### src/rtl/irq_priority_ctrl.sv
// Interrupt priority controller: IRR/ISR/rotation state, masking, fully-nested
// priority, registered int_req toward the CPU and a one-cycle vector strobe on acknowledge.
module irq_priority_ctrl #(
  parameter  int NUM_IRQ = 8,
  parameter  int VEC_W   = 8,
  localparam int IDW     = $clog2(NUM_IRQ)
) (
  input  logic               clk,
  input  logic               rst_n,
  input  logic [NUM_IRQ-1:0] irq_in,
  input  logic               level_mode,
  input  logic [NUM_IRQ-1:0] imr,
  input  logic               auto_rotate,
  input  logic               auto_eoi,
  input  logic               eoi_valid,
  input  logic               eoi_specific,
  input  logic [IDW-1:0]     eoi_level,
  input  logic [VEC_W-1:0]   vector_base,
  input  logic               inta,
  output logic               int_req,
  output logic               vector_valid,
  output logic [VEC_W-1:0]   vector,
  output logic [NUM_IRQ-1:0] irr,
  output logic [NUM_IRQ-1:0] isr,
  output logic [IDW-1:0]     lowest_prio
);

  typedef enum logic [1:0] {IDLE, PEND, ACK} state_t;

  state_t             state_q;
  logic [NUM_IRQ-1:0] irr_q, irr_d;
  logic [NUM_IRQ-1:0] isr_q, isr_d;
  logic [NUM_IRQ-1:0] irq_prev_q;
  logic [IDW-1:0]     lowest_q, lowest_d;
  logic               int_req_q;
  logic               vld_q;
  logic [VEC_W-1:0]   vector_q;

  logic [IDW:0]       cand_res, isr_res;
  logic               cand_found, isr_found;
  logic [IDW-1:0]     cand_idx, isr_top, eoi_ch;
  logic               eligible, ack, eoi_hit;
  logic [NUM_IRQ-1:0] ack_sel, eoi_sel, set_mask, lvl_clr;

  // Scan from lowest to highest priority so the last hit is the winner.
  function automatic logic [IDW:0] pick_highest(input logic [NUM_IRQ-1:0] bits,
                                                input logic [IDW-1:0]     lp);
    logic [IDW:0]   res;
    logic [IDW-1:0] idx;
    int             ch;
    res = '0;
    for (int k = NUM_IRQ - 1; k >= 0; k--) begin
      ch = int'(lp) + 1 + k;
      if (ch >= NUM_IRQ) ch = ch - NUM_IRQ;
      idx = IDW'(ch);
      if (bits[idx]) res = {1'b1, idx};
    end
    return res;
  endfunction

  // 0 = highest priority, NUM_IRQ-1 = the current lowest_prio channel.
  function automatic int rank_of(input logic [IDW-1:0] ch, input logic [IDW-1:0] lp);
    int r;
    r = int'(ch) - int'(lp) - 1;
    if (r < 0) r = r + NUM_IRQ;
    return r;
  endfunction

  function automatic logic [NUM_IRQ-1:0] decode(input logic [IDW-1:0] ch);
    logic [NUM_IRQ-1:0] oh;
    oh = '0;
    for (int c = 0; c < NUM_IRQ; c++) begin
      if (ch == IDW'(c)) oh[c] = 1'b1;
    end
    return oh;
  endfunction

  always_comb begin
    cand_res   = pick_highest(irr_q & ~imr, lowest_q);
    cand_found = cand_res[IDW];
    cand_idx   = cand_res[IDW-1:0];
    isr_res    = pick_highest(isr_q, lowest_q);
    isr_found  = isr_res[IDW];
    isr_top    = isr_res[IDW-1:0];

    eligible = cand_found &&
               (!isr_found || (rank_of(cand_idx, lowest_q) < rank_of(isr_top, lowest_q)));
    ack      = (state_q == PEND) && inta && eligible;
    ack_sel  = ack ? decode(cand_idx) : '0;

    // Out-of-range specific levels decode to nothing, so they fall out as no-ops.
    eoi_ch   = eoi_specific ? eoi_level : isr_top;
    eoi_sel  = '0;
    if (eoi_valid && (eoi_specific || isr_found)) eoi_sel = decode(eoi_ch) & isr_q;
    eoi_hit  = |eoi_sel;

    set_mask = level_mode ? irq_in : (irq_in & ~irq_prev_q);
    lvl_clr  = level_mode ? (~irq_in & ~isr_q) : '0;
    irr_d    = (irr_q & ~ack_sel & ~lvl_clr) | set_mask;
    isr_d    = (isr_q & ~eoi_sel) | (auto_eoi ? '0 : ack_sel);

    lowest_d = lowest_q;
    if (auto_rotate) begin
      if (ack && auto_eoi) lowest_d = cand_idx;
      else if (eoi_hit)    lowest_d = eoi_ch;
    end
  end

  always_ff @(posedge clk or negedge rst_n) begin
    if (!rst_n) begin
      state_q    <= IDLE;
      irr_q      <= '0;
      isr_q      <= '0;
      irq_prev_q <= '0;
      lowest_q   <= IDW'(NUM_IRQ - 1);
      int_req_q  <= 1'b0;
      vld_q      <= 1'b0;
      vector_q   <= '0;
    end else begin
      irr_q      <= irr_d;
      isr_q      <= isr_d;
      irq_prev_q <= irq_in;
      lowest_q   <= lowest_d;
      vld_q      <= 1'b0;
      case (state_q)
        IDLE: begin
          if (eligible) begin
            state_q   <= PEND;
            int_req_q <= 1'b1;
          end
        end
        PEND: begin
          if (ack) begin
            state_q   <= ACK;
            int_req_q <= 1'b0;
            vld_q     <= 1'b1;
            vector_q  <= vector_base + VEC_W'(cand_idx);
          end else if (!eligible) begin
            state_q   <= IDLE;
            int_req_q <= 1'b0;
          end
        end
        ACK: begin
          state_q   <= eligible ? PEND : IDLE;
          int_req_q <= eligible;
        end
        default: begin
          state_q   <= IDLE;
          int_req_q <= 1'b0;
        end
      endcase
    end
  end

  assign int_req      = int_req_q;
  assign vector_valid = vld_q;
  assign vector       = vector_q;
  assign irr          = irr_q;
  assign isr          = isr_q;
  assign lowest_prio  = lowest_q;

endmodule

### config.mk
export PLATFORM = sky130hd
export DESIGN_NAME = irq_priority_ctrl
export DESIGN_NICKNAME = d
export VERILOG_FILES = /design/src/rtl/irq_priority_ctrl.sv
export SDC_FILE = /design/constraint.sdc
export NUM_CORES = 1
export LEC_CHECK = 0
export CAP_MARGIN = 30
export CELL_PAD_IN_SITES_DETAIL_PLACEMENT = 1
export CELL_PAD_IN_SITES_GLOBAL_PLACEMENT = 1
export CORE_ASPECT_RATIO = 0.6
export CORE_MARGIN = 2
export CORE_UTILIZATION = 40
export CTS_CLUSTER_DIAMETER = 60
export DETAILED_ROUTE_END_ITERATION = 7
export GPL_TIMING_DRIVEN = 0
export PLACE_DENSITY = 0.81
export SLEW_MARGIN = 20
export SYNTH_ARGS = -nofsm -noshare
export SYNTH_HDL_FRONTEND = slang
export SYNTH_SLANG_ARGS = --single-unit
### constraint.sdc
create_clock -name clk -period 7.59 [get_ports clk]
set_input_delay 1.518 -clock clk [delete_from_list [all_inputs] [get_ports clk]]
set_output_delay 1.518 -clock clk [all_outputs]
set_load 0.005 [all_outputs]
==> results.toml, run 1 <==
[yosys]
yosys_most_used_dff = "dfrtp_1"
netlist_top_cells_count = "nand2_1 (38), dfrtp_1 (36), o21ai_0 (31), nor2_1 (27), mux2i_1 (26)"
syn_nets = 555
yosys-top-cells-area = "dfrtp_1 (20%), mux4_2 (11%), mux2i_1 (5.8%), ha_1 (5.3%), o21ai_0 (3.4%)"
yosys.area.top_type_share = 0.200
synth-edff-count = 0
synth_top_cell_by_area = "dfrtp_1"
synthArstFlopShare = 1.00
syn_area_per_cell_um2 = 9.07
yosys_register_bits = 39
post_synth_inst_count = 498
synth_cell_type_count = 77
syn-cell-area_um2 = 4520
yosysMostFrequentCell = "nand2_1"
ys_seq_area_frac = 0.217
yosys_warnings = 0

[floorplanning]
start_util = 0.419
boundaryPins = 64
design.core.area_um2 = 10800
die_height_um = 86.3
dieArea_um2 = 12200
rows = 29
fp.dieW_um = 141

[drt]
ant_nets = 0
num_vias = 4677
wire_per_inst_um = 24.2
drt_iter0_markers = 337
drc = 0
dr.pass1.iters = 5
drt-total-wl_um = 17300
vias_per_cell = 6.53

[sta]
setup_ws_ns = 0.220
rsz0062_at_grt = "false"
min_period_over_period = 0.971
finalSetupViolCount = 0
fin_crit_ns = 7.37
tightest_slew_ns = 0.801
tns_ns = 0
whs_ns = 0.517
fmax_mhz = 136
hold_viol = 0
slew_headroom = 0.462
clock_skew_ns = 0.00382
slew_viol_final = 0

[placed_design]
numPortBuffers = 61
globalplace.congestion = 0.972
place_hpwl_um = 13000
dp.cells = 699
pre_cts_slack_ns = -1.33

[worst_setup_path]
cp.required_ns = 7.76
cp-start-kind = "input port"
path_class = "input port to register"
crit_fanout = 13
crit_arrival_ns = 7.54
worstSetupEndpointType = "register"

[global_route]
overflow = 0
antenna_found_initial = 0
grt_pass1_wl_um = 27500
grt_pass1_vias = 4901
grt_max_degree = 32
track_usage = 0.290

[layout]
drive_above_1_share = 0.192
antenna_cells = 0
area_growth_pct = 27.4
layoutNonFillerInstCount = 716
fin_nets = 633

[clock_tree]
tritoncts = "done"
clk_pin_slew_ns = 0.06
cts-root-buf = "clkbuf_16"
htree_levels = 2
clock-sinks = 39
clkLatencyLatePin_ns = 0.29
numCtsBuffers = 5
clockBufferDepth = 2

[min_path]
hp-class = "register to register"

[status]
status = "completed"

[job]
maxCapViolCount = 0
-- per-stage QoR --
step                cell area, um^2   util
finish                         5750  0.534
global route                   5750  0.534
CTS                            5650  0.524
detailed placement             5320  0.493
global placement               5300  0.492
floorplan                      4520      -
-- worst paths after layout --
check / startpoint / slack (ns) / depth (start not counted) / end
min in group asynchronous: rst_n / 1.08 / 1 / isr[7]
hold / removal: state_q[0] / 0.52 / 1 / int_req
setup / recovery: imr[5] / 0.22 / 26 / irr[6]
hold reg to reg: state_q[0] / 0.52 / 1 / int_req
setup reg to reg: lowest_prio[0] / 0.37 / 31 / irr[6]
max in group asynchronous: rst_n / 6.06 / 2 / irr[3]
-- logic make-up after synthesis --
family                   count (synthesis)  share of synthesized area
AO/OA/AOI/OAI                          145                      0.229
XOR/XNOR                                18                     0.0432
AND/OR/NAND/NOR                        151                      0.179
buffers and inverters                   60                     0.0604
multiplexers                            63                      0.206
adder cells (fa/ha/maj)                 22                     0.0659
flip-flops                              39                      0.217
-- cell usage in the layout, fill, tap and decap left out, types with 10 or more instances in the layout --
cell / count
nand2_1: 36
nor2_1: 27
mux4_2: 22
a21oi_1: 24
o31ai_1: 11
clkdlybuf4s50_1: 60
a21o_1: 10
buf_4: 12
o21ai_0: 31
ha_1: 19
mux2i_1: 23
nor2b_1: 12
dfrtp_1: 36
nand2b_1: 11
xnor2_1: 10
mux2_2: 13
nor3_1: 11
nand3_1: 11
clkbuf_1: 16
inv_1: 21
-- area by class of cell --
| class | count | area, um^2 |
|---|---|---|
| Multi-Input combinational cell | 399 | 3400 |
| Tap cell | 139 | 174 |
| Sequential cell | 39 | 980 |
| Buffer | 31 | 180 |
| Fill cell | 1234 | 5020 |
| Clock inverter | 3 | 67.6 |
| Timing Repair Buffer | 74 | 719 |
| Inverter | 26 | 105 |
| Clock buffer | 5 | 125 |
-- per-layer routing --
metal,routed length [um],global-route usage,up-vias,share of wire
met2,7740,0.456,212,0.45
li1,-,-,2049,-
met5,0,0,-,0
met4,301,0.0691,0,0.017
met1,8040,0.422,2383,0.46
met3,1260,0.0442,33,0.073
-- sequential cells by signal, indices dropped and copies added (netlist names) --
name / flops
irq_prev_q: 8
irr: 8
isr: 8
vector: 8
lowest_prio: 3
state_q: 2
int_req: 1
vector_valid: 1
-- timing repair --
action,4_1_cts,5_1_grt
endpoints found under the setup margin,30,28
setup buffers,6,5
gates resized for setup,20,16
endpoints found under the hold margin,0,0
hold buffers,0,0
pin swaps,3,5
-- critical path, cell delays in order --
cell and delay [ns]:
clkdlybuf4s50_1 0.44, nor2b_1 0.34, mux2i_1 0.20, mux4_2 0.59, and2_1 0.21, a221oi_2 0.27, a21boi_1 0.12, o22ai_1 0.21
a211o_2 0.20, inv_1 0.08, buf_6 0.18, fa_2 0.53, inv_1 0.06, ha_1 0.21, nand2_1 0.07, nand2_1 0.06
ha_1 0.27, inv_1 0.04, ha_1 0.28, nor2b_1 0.16, o221ai_4 0.24, o41ai_4 0.18, nor3_4 0.33, nand2_4 0.14
or3_1 0.34, a32o_1 0.25
Power of run 1 is left out: the tool's default activity adds up to more than one toggle a clock period on the data nets, which glitch-free logic cannot reach.
==> inputs of run 2 (changes only) <==
--- a/config.mk
+++ b/config.mk
@@ -15,6 +15,7 @@
 export DETAILED_ROUTE_END_ITERATION = 7
 export GPL_TIMING_DRIVEN = 0
 export PLACE_DENSITY = 0.81
+export REMOVE_ABC_BUFFERS = 1
 export SLEW_MARGIN = 20
 export SYNTH_ARGS = -nofsm -noshare
 export SYNTH_HDL_FRONTEND = slang
==> results.toml, run 2 (synthesized netlist as in run 1, its figures left out) <==
[floorplanning]
die_height_um = 86.3
start_util = 0.419
dieArea_um2 = 12200
boundaryPins = 64
rows = 29
design.core.area_um2 = 10800
fp.dieW_um = 141

[min_path]
hp-class = "register to register"
holdPathEnd = "int_req"
worstHoldStart = "state_q[0]"
hold_depth = 1

[global_route]
track_usage = 0.266
overflow = 0
grt_pass1_vias = 4599
grt_pass1_wl_um = 25600
antenna_found_initial = 0
grt_max_degree = 33

[layout]
area_growth_pct = 21.9
final_common_cell = "clkdlybuf4s50_1"
fin_nets = 599
layout_common_cells = "clkdlybuf4s50_1 (62), nand2_1 (37), dfrtp_1 (36), o21ai_0 (31), nor2_1 (27)"
drive_above_1_share = 0.160
antenna_cells = 0

[worst_setup_path]
path_class = "input port to register"
r2r-end = "irr[6]"
cp.required_ns = 7.76
r2r-start = "lowest_prio[0]"
cp_common_cell = "ha_1"
r2r_cells = 27
slowest_stage = "mux4_2"
reg2reg_slack_ns = 0.32
cp-start-kind = "input port"
crit_arrival_ns = 7.57
crit_fanout = 7
cp_slowest_stage_delay_ns = 0.60
worstSetupEndpointType = "register"
crit_start = "imr[3]"

[sta]
finalSetupViolCount = 0
slew_viol_final = 0
tightest_slew_ns = 0.750
clock_skew_ns = 0.00568
min_period_over_period = 0.974
hold_viol = 0
fmax_mhz = 135
tns_ns = 0
fin_crit_ns = 7.39
slew_headroom = 0.495

[drt]
dr.pass1.iters = 5
wire_per_inst_um = 23.6
drt_iter0_markers = 370
ant_nets = 0
drt-total-wl_um = 16100
num_vias = 4485
vias_per_cell = 6.58
drc = 0

[clock_tree]
tritoncts = "done"
clk_pin_slew_ns = 0.06
numCtsBuffers = 5
htree_levels = 2
clockBufferDepth = 2
cts-root-buf = "clkbuf_16"
clkLatencyLatePin_ns = 0.29
clock-sinks = 39

[placed_design]
globalplace.congestion = 0.869
numPortBuffers = 63
place_hpwl_um = 11500

[status]
status = "completed"

[job]
maxCapViolCount = 0
run 2: changes by cell type in the layout (fill, tap and decap cells not counted), sizes merged:
cell,change
inv,-1
clkbuf,-16
clkdlybuf4s50,+2
bufinv,-2
buf,-17
run 2: cell type report:
class	instances	area [um^2]
fillers	1211	5270
multi-input cells	399	3360
flip-flops and latches	39	983
repair buffers	71	724
well taps	139	174
clock buffers	8	156
inverters	26	109
run 2: repair_timing:
| item | 4_1_cts | 5_1_grt |
|---|---|---|
| gates resized for setup | 8 | 15 |
| hold buffers | 0 | 0 |
| setup buffers | 3 | 1 |
| endpoints found under the setup margin | 31 | 23 |
| pin swaps | 1 | 2 |
run 2: critical path: cells and delay by family:
family	cells	cell delay, ns
AO/OA/AOI/OAI	7	1.63
adder cells (fa/ha/maj)	4	1.30
buffers and inverters	4	0.80
multiplexers	2	0.76
AND/OR/NAND/NOR	8	1.52
run 2: metal layers:
metal	routed length (um)	global-route usage	up-vias
met3	1160	0.0575	12
met2	7340	0.425	193
met5	0	0	-
met4	83	0.0336	0
li1	-	-	1991
met1	7540	0.385	2289
run 2: how the worst max path moves through the flow:
| stage | endpoint | slack (ns) | cells after the start |
|---|---|---|---|
| 6_report | irr[6] | 0.20 | 25 |
| 5_1_grt | irr[6] | -0.009 | 25 |
| 4_1_cts | irr[6] | 0.02 | 23 |
| 3_5_place_dp | irr[6] | -1.91 | 26 |
| 3_3_place_gp | irr[6] | -2.78 | 25 |
| 2_1_floorplan | irr[6] | -0.60 | 25 |
run 2: stage by stage:
stage	area (um^2)	hold slack, ns	setup slack (ns)	util	std cells
detailed placement	5190	0.500	-1.91	0.482	668
finish	5500	0.517	0.199	0.511	682
global placement	5140	0.488	-2.78	0.477	666
floorplan	4340	0.475	-0.602	-	464
global route	5500	0.542	-0.00864	0.511	682
CTS	5420	0.505	0.0184	0.503	679
Power of run 2 is left out for the same reason.
